[src/rtl/lp_xfer_ctrl_pkg.sv]
// Shared types and defaults for the LP20 transfer sequencer.
// The optional demand timer is enabled by defining LP20_DTE_EN.
package lp_xfer_pkg;

  typedef enum logic [2:0] {
    ST_IDLE,
    ST_FETCH,
    ST_SENDLO,
    ST_SENDHI,
    ST_FINISH
  } state_t;

  localparam int DTE_CYCLES_DEF = 1000000;
  localparam int BCTR_WIDTH_DEF = 12;

  function automatic int dte_w(input int cycles);
    return (cycles > 2) ? $clog2(cycles) : 1;
  endfunction

endpackage

[src/rtl/lp_xfer_ctrl_if.sv]
// DMA word-fetch and printer character handshake bundle for the LP20 sequencer.
interface lp_xfer_ctrl_if;
  logic        dmaREQ;
  logic        dmaACK;
  logic        dmaNXM;
  logic [15:0] dmaDATA;
  logic        lpDEMAND;
  logic        lpSTROBE;
  logic [7:0]  lpDATA;

  modport master (
    output dmaREQ,
    input  dmaACK,
    input  dmaNXM,
    input  dmaDATA,
    input  lpDEMAND,
    output lpSTROBE,
    output lpDATA
  );

  modport slave (
    input  dmaREQ,
    output dmaACK,
    output dmaNXM,
    output dmaDATA,
    output lpDEMAND,
    input  lpSTROBE,
    input  lpDATA
  );
endinterface

[src/rtl/lp_xfer_ctrl_dte_timer.sv]
// Printer demand timeout counter; present only when LP20_DTE_EN is defined.
`ifdef LP20_DTE_EN
module lp_dte_timer
  import lp_xfer_pkg::*;
#(
  parameter int DTE_CYCLES = DTE_CYCLES_DEF
) (
  input  logic clk,
  input  logic clear,
  input  logic run,
  output logic expire
);

  localparam int W = dte_w(DTE_CYCLES);

  logic [W-1:0] cnt;

  always_ff @(posedge clk) begin
    if (clear) begin
      cnt <= '0;
    end else if (run && !expire) begin
      cnt <= cnt + 1'b1;
    end
  end

  assign expire = run && !clear && (cnt == W'(DTE_CYCLES - 1));

endmodule
`endif

[src/rtl/lp_xfer_ctrl.sv]
// LP20 DMA print sequencer: fetches words, unpacks low byte first, strobes bytes on demand.
// Define LP20_DTE_EN to include the printer demand timeout (lpDTE); otherwise lpDTE is 0.
module lp_xfer_ctrl
  import lp_xfer_pkg::*;
#(
  parameter int DTE_CYCLES = DTE_CYCLES_DEF,
  parameter int BCTR_WIDTH = BCTR_WIDTH_DEF
) (
  input  logic                  clk,
  input  logic                  rst,
  input  logic                  lpINIT,
  input  logic                  lpCMDGO,
  input  logic                  lpERR,
  input  logic [BCTR_WIDTH-1:0] lpBCTR,
  lp_xfer_ctrl_if.master        bus,
  output logic                  lpGO,
  output logic                  lpDONE,
  output logic                  lpGOE,
  output logic                  lpDTE,
  output logic                  lpMTE,
  output logic [BCTR_WIDTH-1:0] lpCOUNT
);

  state_t      state;
  logic [15:0] word;
  logic        armed;
  logic        in_send;
  logic        fire;
  logic        dte_exp;

  assign in_send = (state == ST_SENDLO) || (state == ST_SENDHI);

  // A byte goes out only once demand has been seen low since the previous strobe.
  assign fire = in_send && !bus.lpSTROBE && bus.lpDEMAND && armed && !lpERR;

`ifdef LP20_DTE_EN
  lp_dte_timer #(
    .DTE_CYCLES(DTE_CYCLES)
  ) u_dte (
    .clk   (clk),
    .clear (!in_send || bus.lpSTROBE || fire),
    .run   (in_send),
    .expire(dte_exp)
  );
`else
  logic unused_dte_cfg;
  assign unused_dte_cfg = (DTE_CYCLES > 0);
  assign dte_exp = 1'b0;
`endif

  always_ff @(posedge clk) begin
    if (rst || lpINIT) begin
      state        <= ST_IDLE;
      lpGO         <= 1'b0;
      lpDONE       <= 1'b1;
      bus.dmaREQ   <= 1'b0;
      bus.lpSTROBE <= 1'b0;
      bus.lpDATA   <= '0;
      lpGOE        <= 1'b0;
      lpDTE        <= 1'b0;
      lpMTE        <= 1'b0;
      armed        <= 1'b1;
      if (rst) begin
        lpCOUNT <= '0;
      end
    end else begin
      bus.lpSTROBE <= 1'b0;
      lpGOE        <= lpCMDGO && lpGO;
      lpDTE        <= 1'b0;
      lpMTE        <= 1'b0;
      if (!bus.lpDEMAND) begin
        armed <= 1'b1;
      end

      case (state)
        ST_IDLE: begin
          if (lpCMDGO && (lpBCTR != '0)) begin
            lpCOUNT    <= lpBCTR;
            lpGO       <= 1'b1;
            lpDONE     <= 1'b0;
            bus.dmaREQ <= 1'b1;
            armed      <= 1'b1;
            state      <= ST_FETCH;
          end
        end

        ST_FETCH: begin
          if (lpERR) begin
            bus.dmaREQ <= 1'b0;
            state      <= ST_FINISH;
          end else if (bus.dmaNXM) begin
            bus.dmaREQ <= 1'b0;
            lpMTE      <= 1'b1;
            state      <= ST_FINISH;
          end else if (bus.dmaACK) begin
            bus.dmaREQ <= 1'b0;
            word       <= bus.dmaDATA;
            state      <= ST_SENDLO;
          end
        end

        ST_SENDLO, ST_SENDHI: begin
          if (lpERR) begin
            state <= ST_FINISH;
          end else if (bus.lpSTROBE) begin
            // Cycle after a strobe: the decremented count decides where to go.
            if (lpCOUNT == '0) begin
              state <= ST_FINISH;
            end else if (state == ST_SENDLO) begin
              state <= ST_SENDHI;
            end else begin
              bus.dmaREQ <= 1'b1;
              state      <= ST_FETCH;
            end
          end else if (fire) begin
            bus.lpSTROBE <= 1'b1;
            bus.lpDATA   <= (state == ST_SENDLO) ? word[7:0] : word[15:8];
            lpCOUNT      <= lpCOUNT - 1'b1;
            armed        <= 1'b0;
          end else if (dte_exp) begin
            lpDTE <= 1'b1;
            state <= ST_FINISH;
          end
        end

        ST_FINISH: begin
          lpGO   <= 1'b0;
          lpDONE <= 1'b1;
          state  <= ST_IDLE;
        end

        default: state <= ST_IDLE;
      endcase
    end
  end

endmodule

[src/flat_wrapper.sv]
// flat-port wrapper written by rule: the top's interface ports become plain ports
module lp_xfer_ctrl_flat import lp_xfer_pkg::*;
#(
  parameter int DTE_CYCLES = DTE_CYCLES_DEF,
  parameter int BCTR_WIDTH = BCTR_WIDTH_DEF
)
  (clk, rst, lpINIT, lpCMDGO, lpERR, lpBCTR, lpGO, lpDONE, lpGOE, lpDTE, lpMTE, lpCOUNT, bus_dmaREQ, bus_dmaACK, bus_dmaNXM, bus_dmaDATA, bus_lpDEMAND, bus_lpSTROBE, bus_lpDATA);
  lp_xfer_ctrl_if bus_i ();
  input  logic clk;
  input  logic rst;
  input  logic lpINIT;
  input  logic lpCMDGO;
  input  logic lpERR;
  input  logic [BCTR_WIDTH-1:0] lpBCTR;
  output logic lpGO;
  output logic lpDONE;
  output logic lpGOE;
  output logic lpDTE;
  output logic lpMTE;
  output logic [BCTR_WIDTH-1:0] lpCOUNT;
  output wire logic [$bits(bus_i.dmaREQ)-1:0] bus_dmaREQ;
  input wire logic [$bits(bus_i.dmaACK)-1:0] bus_dmaACK;
  input wire logic [$bits(bus_i.dmaNXM)-1:0] bus_dmaNXM;
  input wire logic [$bits(bus_i.dmaDATA)-1:0] bus_dmaDATA;
  input wire logic [$bits(bus_i.lpDEMAND)-1:0] bus_lpDEMAND;
  output wire logic [$bits(bus_i.lpSTROBE)-1:0] bus_lpSTROBE;
  output wire logic [$bits(bus_i.lpDATA)-1:0] bus_lpDATA;
  assign bus_dmaREQ = bus_i.dmaREQ;
  assign bus_i.dmaACK = bus_dmaACK;
  assign bus_i.dmaNXM = bus_dmaNXM;
  assign bus_i.dmaDATA = bus_dmaDATA;
  assign bus_i.lpDEMAND = bus_lpDEMAND;
  assign bus_lpSTROBE = bus_i.lpSTROBE;
  assign bus_lpDATA = bus_i.lpDATA;
  lp_xfer_ctrl #(.DTE_CYCLES(DTE_CYCLES), .BCTR_WIDTH(BCTR_WIDTH)) u_core (.clk(clk), .rst(rst), .lpINIT(lpINIT), .lpCMDGO(lpCMDGO), .lpERR(lpERR), .lpBCTR(lpBCTR), .bus(bus_i), .lpGO(lpGO), .lpDONE(lpDONE), .lpGOE(lpGOE), .lpDTE(lpDTE), .lpMTE(lpMTE), .lpCOUNT(lpCOUNT));
endmodule
[config.mk]
export PLATFORM = sky130hd
export DESIGN_NAME = lp_xfer_ctrl_flat
export DESIGN_NICKNAME = d
export VERILOG_FILES = /design/src/rtl/lp_xfer_ctrl_pkg.sv /design/src/rtl/lp_xfer_ctrl_if.sv /design/src/rtl/lp_xfer_ctrl_dte_timer.sv /design/src/rtl/lp_xfer_ctrl.sv /design/src/flat_wrapper.sv
export SDC_FILE = /design/constraint.sdc
export NUM_CORES = 1
export LEC_CHECK = 0
export ABC_AREA = 0
export CORE_MARGIN = 4
export CORE_UTILIZATION = 30
export CTS_BUF_LIST = sky130_fd_sc_hd__clkbuf_8
export CTS_CLUSTER_DIAMETER = 200
export CTS_CLUSTER_SIZE = 16
export DETAILED_ROUTE_END_ITERATION = 7
export DONT_BUFFER_PORTS = 1
export PLACE_DENSITY = 0.53
export SLEW_MARGIN = 20
export SYNTH_ARGS = -nofsm -noshare
export SYNTH_HDL_FRONTEND = slang
export SYNTH_SLANG_ARGS = --single-unit
[constraint.sdc]
create_clock -name clk -period 3.35 [get_ports clk]
set_input_delay 0.67 -clock clk [delete_from_list [all_inputs] [get_ports clk]]
set_output_delay 0.67 -clock clk [all_outputs]
set_load 0.05 [all_outputs]
## Word level (Yosys, flattened, before mapping)

Index checks and enable logic that the tools add are counted.

- Bits in latches: 0
- Bits of input ports: 36
- Memory bits (read-only): 0
- Word-level logic and storage cells: 96
- Output and inout bits: 27
- Memories: 0
- Memory bits (writable): 0
- Register bits after elaboration: 46

- $add $sub $neg: 1
- Multiplexer cells: 37
- Divide/modulo/power cells: 0
- Bitwise operators: 6
- Shift-type cells: 0
- Order comparisons: 0
- $mul: 0
- Eq/ne operators: 16
- Reduce and logical (&&, ||, !) cells: 25

Operators by type and width:

| kind | count |
|---|---|
| $mux W12 | 6 |
| $pmux W12 S2 | 1 |
| $mux W3 | 7 |
| $mux W1 | 16 |
| $logic_not A12 Y1 | 1 |
| $reduce_bool A12 Y1 | 1 |
| $sub A12 B1 Y12 const B | 1 |
| $pmux W3 S3 | 1 |
| $mux W8 | 1 |
| $ne A2 B2 Y1 const B | 4 |
| $reduce_and A7 Y1 | 1 |
| $eq A3 B2 Y1 const B | 2 |
| $logic_and A1 B1 Y1 | 6 |
| $ne A3 B1 Y1 const B | 2 |
| $ne A3 B2 Y1 const B | 2 |
| $not A1 Y1 | 6 |
| $pmux W1 S2 | 3 |
| $reduce_and A6 Y1 | 1 |
| $reduce_bool A3 Y1 | 2 |
| $reduce_and A5 Y1 | 1 |
| $ne A2 B1 Y1 const B | 2 |
| $ne A4 B4 Y1 const B | 1 |
| $reduce_and A4 Y1 | 1 |
| $reduce_or A4 Y1 | 1 |
| other kinds (13) | 15 |

## Longest topological paths before layout

- Depth in word-level cells: 11
- Mapped depth: 8
- Depth with buffers taken out: 7

## Worst setup path after synthesis

OpenSTA, ideal clock, no wires.

- Kind: input-to-reg
- Start point: input port lpERR
- End point: register u_core.lpCOUNT[0], enable pin
- Library setup time: 0.417 ns
- Slack: 0.150 ns
- Path buffers: 2
- Stages on the path: 6
- Required time: 2.933 ns
- Arrival: 2.783 ns
- Cells stage by stage: clkbuf_1 nor3_1 and3_1 buf_4 a21oi_1 o41ai_1

- Cells in the longest elaborated chain, start to end: 4
- Elaborated cells on any way between the ends: 5
- Classes of those cells: 2 x eq/ne; 3 x reduce/logical

Ends and longest elaborated chain:

| what | RTL line | text |
|---|---|---|
| start: declaration | flat_wrapper.sv:13 | `input logic lpERR;` |
| $logic_not A1 Y1 | lp_xfer_ctrl.sv:34 | `assign fire = in_send && !bus.lpSTROBE && bus.lpDEMAND && armed && !lpERR;` |
| $logic_and A1 B1 Y1 | lp_xfer_ctrl.sv:34 |  |
| $ne A3 B1 Y1 (no source line) | n/a |  |
| $reduce_and A6 Y1 (no source line) (*) | n/a |  |
| end signal: assignment | lp_xfer_ctrl.sv:78 | `lpCOUNT <= lpBCTR;` |
| end signal: assignment | lp_xfer_ctrl.sv:118 | `lpCOUNT <= lpCOUNT - 1'b1;` |
| end: declaration | lp_xfer_ctrl.sv:21 | `output logic [BCTR_WIDTH-1:0] lpCOUNT` |

Every way passes the cells marked *; elsewhere a longest branch is shown, timed or not.
A chain may end at the register's enable or synchronous reset.

## Worst setup path after layout

- Start point: register u_core.lpCOUNT[0]
- End point: register u_core.state[2]

- Cells in the longest elaborated chain, start to end: 5

Ends and longest elaborated chain:

| what | RTL line | text |
|---|---|---|
| $logic_not A12 Y1 | lp_xfer_ctrl.sv:107 | `if (lpCOUNT == '0) begin` |
| $mux W3 | lp_xfer_ctrl.sv:107 |  |
| $mux W3 | lp_xfer_ctrl.sv:105 | `end else if (bus.lpSTROBE) begin` |
| $mux W3 | lp_xfer_ctrl.sv:103 | `if (lpERR) begin` |
| $pmux W3 S3 | lp_xfer_ctrl.sv:75 | `case (state)` |
| end signal: assignment | lp_xfer_ctrl.sv:104 | `state <= ST_FINISH;` |
| end signal: assignment | lp_xfer_ctrl.sv:108 | `state <= ST_FINISH;` |
| end signal: assignment | lp_xfer_ctrl.sv:110 | `state <= ST_SENDHI;` |
| end: declaration | lp_xfer_ctrl.sv:24 | `state_t state;` |

No other way between the ends. The select of a mux whose other input is x is not followed.

==> flow_metrics.env <==
export IMPL_report_final_slew_viol_count=0
export IMPL_crit_required_ns=3.60
export IMPL_reg2reg_to="u_core.state[2]"
export IMPL_place_congestion=0.759
export IMPL_htreeDepth=2
export IMPL_relSlewSlack=0.526
export IMPL_peakVddDrop_mv=0.215
export IMPL_tightest_slew_ns=0.709
export IMPL_grt_usage=0.107
export IMPL_synthArstFlopShare=0
export IMPL_hold_viol=0
export IMPL_worst_endpoint_arrival_ns=2.73
export IMPL_die_h_um=91.4
export IMPL_reg2reg_depth=7
export IMPL_synth_ff_latch_count=46
export IMPL_timing_rr_start="u_core.lpCOUNT[0]"
export IMPL_drive_gt1_frac=0.0905
export IMPL_clkSinkCount=46
export IMPL_grt_first_pass_wirelength_um=7040
export IMPL_fin_crit_ns=2.48
export IMPL_ant_nets=0
export IMPL_synth_most_common_cell="edfxtp_1"
export IMPL_worstHoldStart="lpERR"
export IMPL_avgSynthCellArea_um2=10.4
export IMPL_drt_iter0_markers=85
export IMPL_antenna_found_initial=0
export IMPL_synth_edf_count=28
export IMPL_clockBufferDepth=2
export IMPL_min_path_type="primary input to flop"
export IMPL_nets=235
export IMPL_synth_nets=237
export IMPL_grt_max_degree=25
export IMPL_grt_pass1_vias=1396
export IMPL_wl_per_cell_um=15.5
export IMPL_yosys_top_cells_count="28 x edfxtp_1, 25 x nor2_1, 18 x dfxtp_1"
export IMPL_synthCells=200
export IMPL_leakage_nw=0.719
export IMPL_grt_overflow=0
export IMPL_max_freq_mhz=403
export IMPL_worstSkewPairLatency_ns=0.29
export IMPL_ff2ff_setup_slack_ns=0.87
export IMPL_boundaryPins=63
export IMPL_cp_max_fo=4
export IMPL_core_um2=6790
export IMPL_fin_skew_ns=0.00508
export IMPL_drv_cap=0
export IMPL_netlist_area_leader_share=0.403
export IMPL_vias_per_cell=5.01
export IMPL_status="finished, final reports clean"
export IMPL_cts_root_buf="clkbuf_8"
export IMPL_synth_top_cell_by_area="edfxtp_1"
export IMPL_hpwl_um=3340
export IMPL_multi_input_area_um2=801
export IMPL_fin_area_um2=2280
export IMPL_regArea_um2=1200
export IMPL_tns_ns=0
export IMPL_yosys_warnings=0
export IMPL_drt_pass1_iter_count=4
export IMPL_post_cts_resized=0
export IMPL_die_area_um2=8360
export IMPL_synth_area_um2=2090
export IMPL_seq_area_frac_synth=0.575
export IMPL_ys_types=42
export IMPL_wl_um=4580
export IMPL_min_path_cells=1
export IMPL_cts_hold_buf=0
export IMPL_crit_path_end_kind="flop"
export IMPL_crit_path_start_kind="flop"
export IMPL_diodes=0
export IMPL_rsz0062_at_grt="false"
export IMPL_num_fill_cells=694
export IMPL_area_growth_syn_to_layout_pct=8.99
export IMPL_floorplan_initialDensity=0.307
export IMPL_cts_tree="yes"
export IMPL_numCtsBuffers=5
export IMPL_power_density_nw_per_um2=490
export IMPL_die_width_um=91.4
export IMPL_num_rows=30
export IMPL_setup_viol=0
export IMPL_vias=1477
export IMPL_fin_crit_sh=0.741
export IMPL_crit_type="flop to flop"
export IMPL_holdPathEnd="u_core.lpMTE"
export IMPL_drc=0
export IMPL_detailed_place_area_um2=2180
export IMPL_portBuffers=0
export IMPL_synthTopCellsByArea="edfxtp_1 40%, dfxtp_1 17%, nor2_1 4.5%"
export IMPL_synth_flop_cell="edfxtp_1"
export IMPL_path_clk_slew_ns=0.09
export IMPL_post_cts_setup_buffers=0
[area by class of cell]
type	count	share of cell area
Clock buffer	5	0.0302
Clock inverter	3	0.0110
Inverter	4	0.00660
Multi-Input combinational cell	135	0.352
Sequential cell	46	0.528
Tap cell	96	0.0528
Timing Repair Buffer	6	0.0198
[flip-flops by register name, indices dropped and copies added (netlist names)]
signal and flops:
u_core.lpGOE 1, u_core.state 3, u_core.word 16, u_core.lpMTE 1, u_core.bus.lpDATA 8, u_core.armed 1
u_core.lpCOUNT 12, u_core.bus.lpSTROBE 1, u_core.lpGO 1, u_core.bus.dmaREQ 1, u_core.lpDONE 1
[cells in the final DEF (no fill, tap or decap), drive strengths merged, types with 2 or more instances in the layout]
cell    synthesis  final
edfxtp         28     28
o21ai          16     16
nand2          17     17
a21oi           8      8
nand3           3      3
clkbuf          8      5
nor4            4      4
xnor2           6      6
nor3            8      8
o41ai           2      2
buf             7      6
a311oi          9      9
and3            4      4
nor4b           2      2
nor2           25     25
or2             2      2
a211oi          5      5
o31ai           2      2
a31oi           2      2
dfxtp          18     18
inv             4      5
nand2b          3      3
or4             2      2
[worst max path at each step]
stage	startpoint	to	cells after the start
3_5_place_dp	u_core.lpCOUNT[0]	u_core.state[1]	7
3_3_place_gp	u_core.lpCOUNT[0]	u_core.state[1]	7
2_1_floorplan	lpERR	u_core.lpCOUNT[0]	6
4_1_cts	u_core.lpCOUNT[0]	u_core.state[1]	7
6_report	u_core.lpCOUNT[0]	u_core.state[2]	7
5_1_grt	u_core.lpCOUNT[0]	u_core.state[2]	7
[worst max-delay path: stages (launching register included)]
cell and delay [ns]:
edfxtp_1 0.65, inv_1 0.13, ha_1 0.18, or4b_1 0.50, nor4b_1 0.53, nor2_1 0.14
o22ai_1 0.14, and3_1 0.16
[per-layer routing]
metal / vias to the layer above / global-route usage / part of all wire
li1: 734 / - / -
met1: 682 / 0.131 / 0.43
met2: 59 / 0.165 / 0.45
met3: 2 / 0.0555 / 0.11
met4: 0 / 0.0289 / 0.0031
met5: - / 0 / 0
[kinds of logic after synthesis]
kind of cell,synth area share
and+or+nand+nor,0.180
AOI/OAI and AO/OA,0.158
DFF,0.575
buffers and inverters,0.0449
xor gates and xnor gates,0.0294
adders and majority gates,0.00599
other,0.00180
muxes,0.00479
[report_power, final]
group          internal (mW)  switching [mW]
Combinational         0.0317          0.0470
Clock                  0.151           0.197
Sequential             0.619          0.0707
Total                  0.801           0.314
[per-stage QoR]
step / hold slack (ns) / utilization / setup slack, ns / total power, mW / cells
finish: 0.442 / 0.335 / 0.868 / 1.12 / 295
detailed placement: 0.445 / 0.321 / 0.894 / 0.782 / 287
global route: 0.426 / 0.335 / 0.689 / 1.17 / 295
global placement: 0.430 / 0.321 / 0.993 / 0.781 / 287
CTS: 0.432 / 0.335 / 0.872 / 1.13 / 295
floorplan: 0.420 / - / 0.150 / 0.761 / 200
Power figures use the tool's default switching activity.
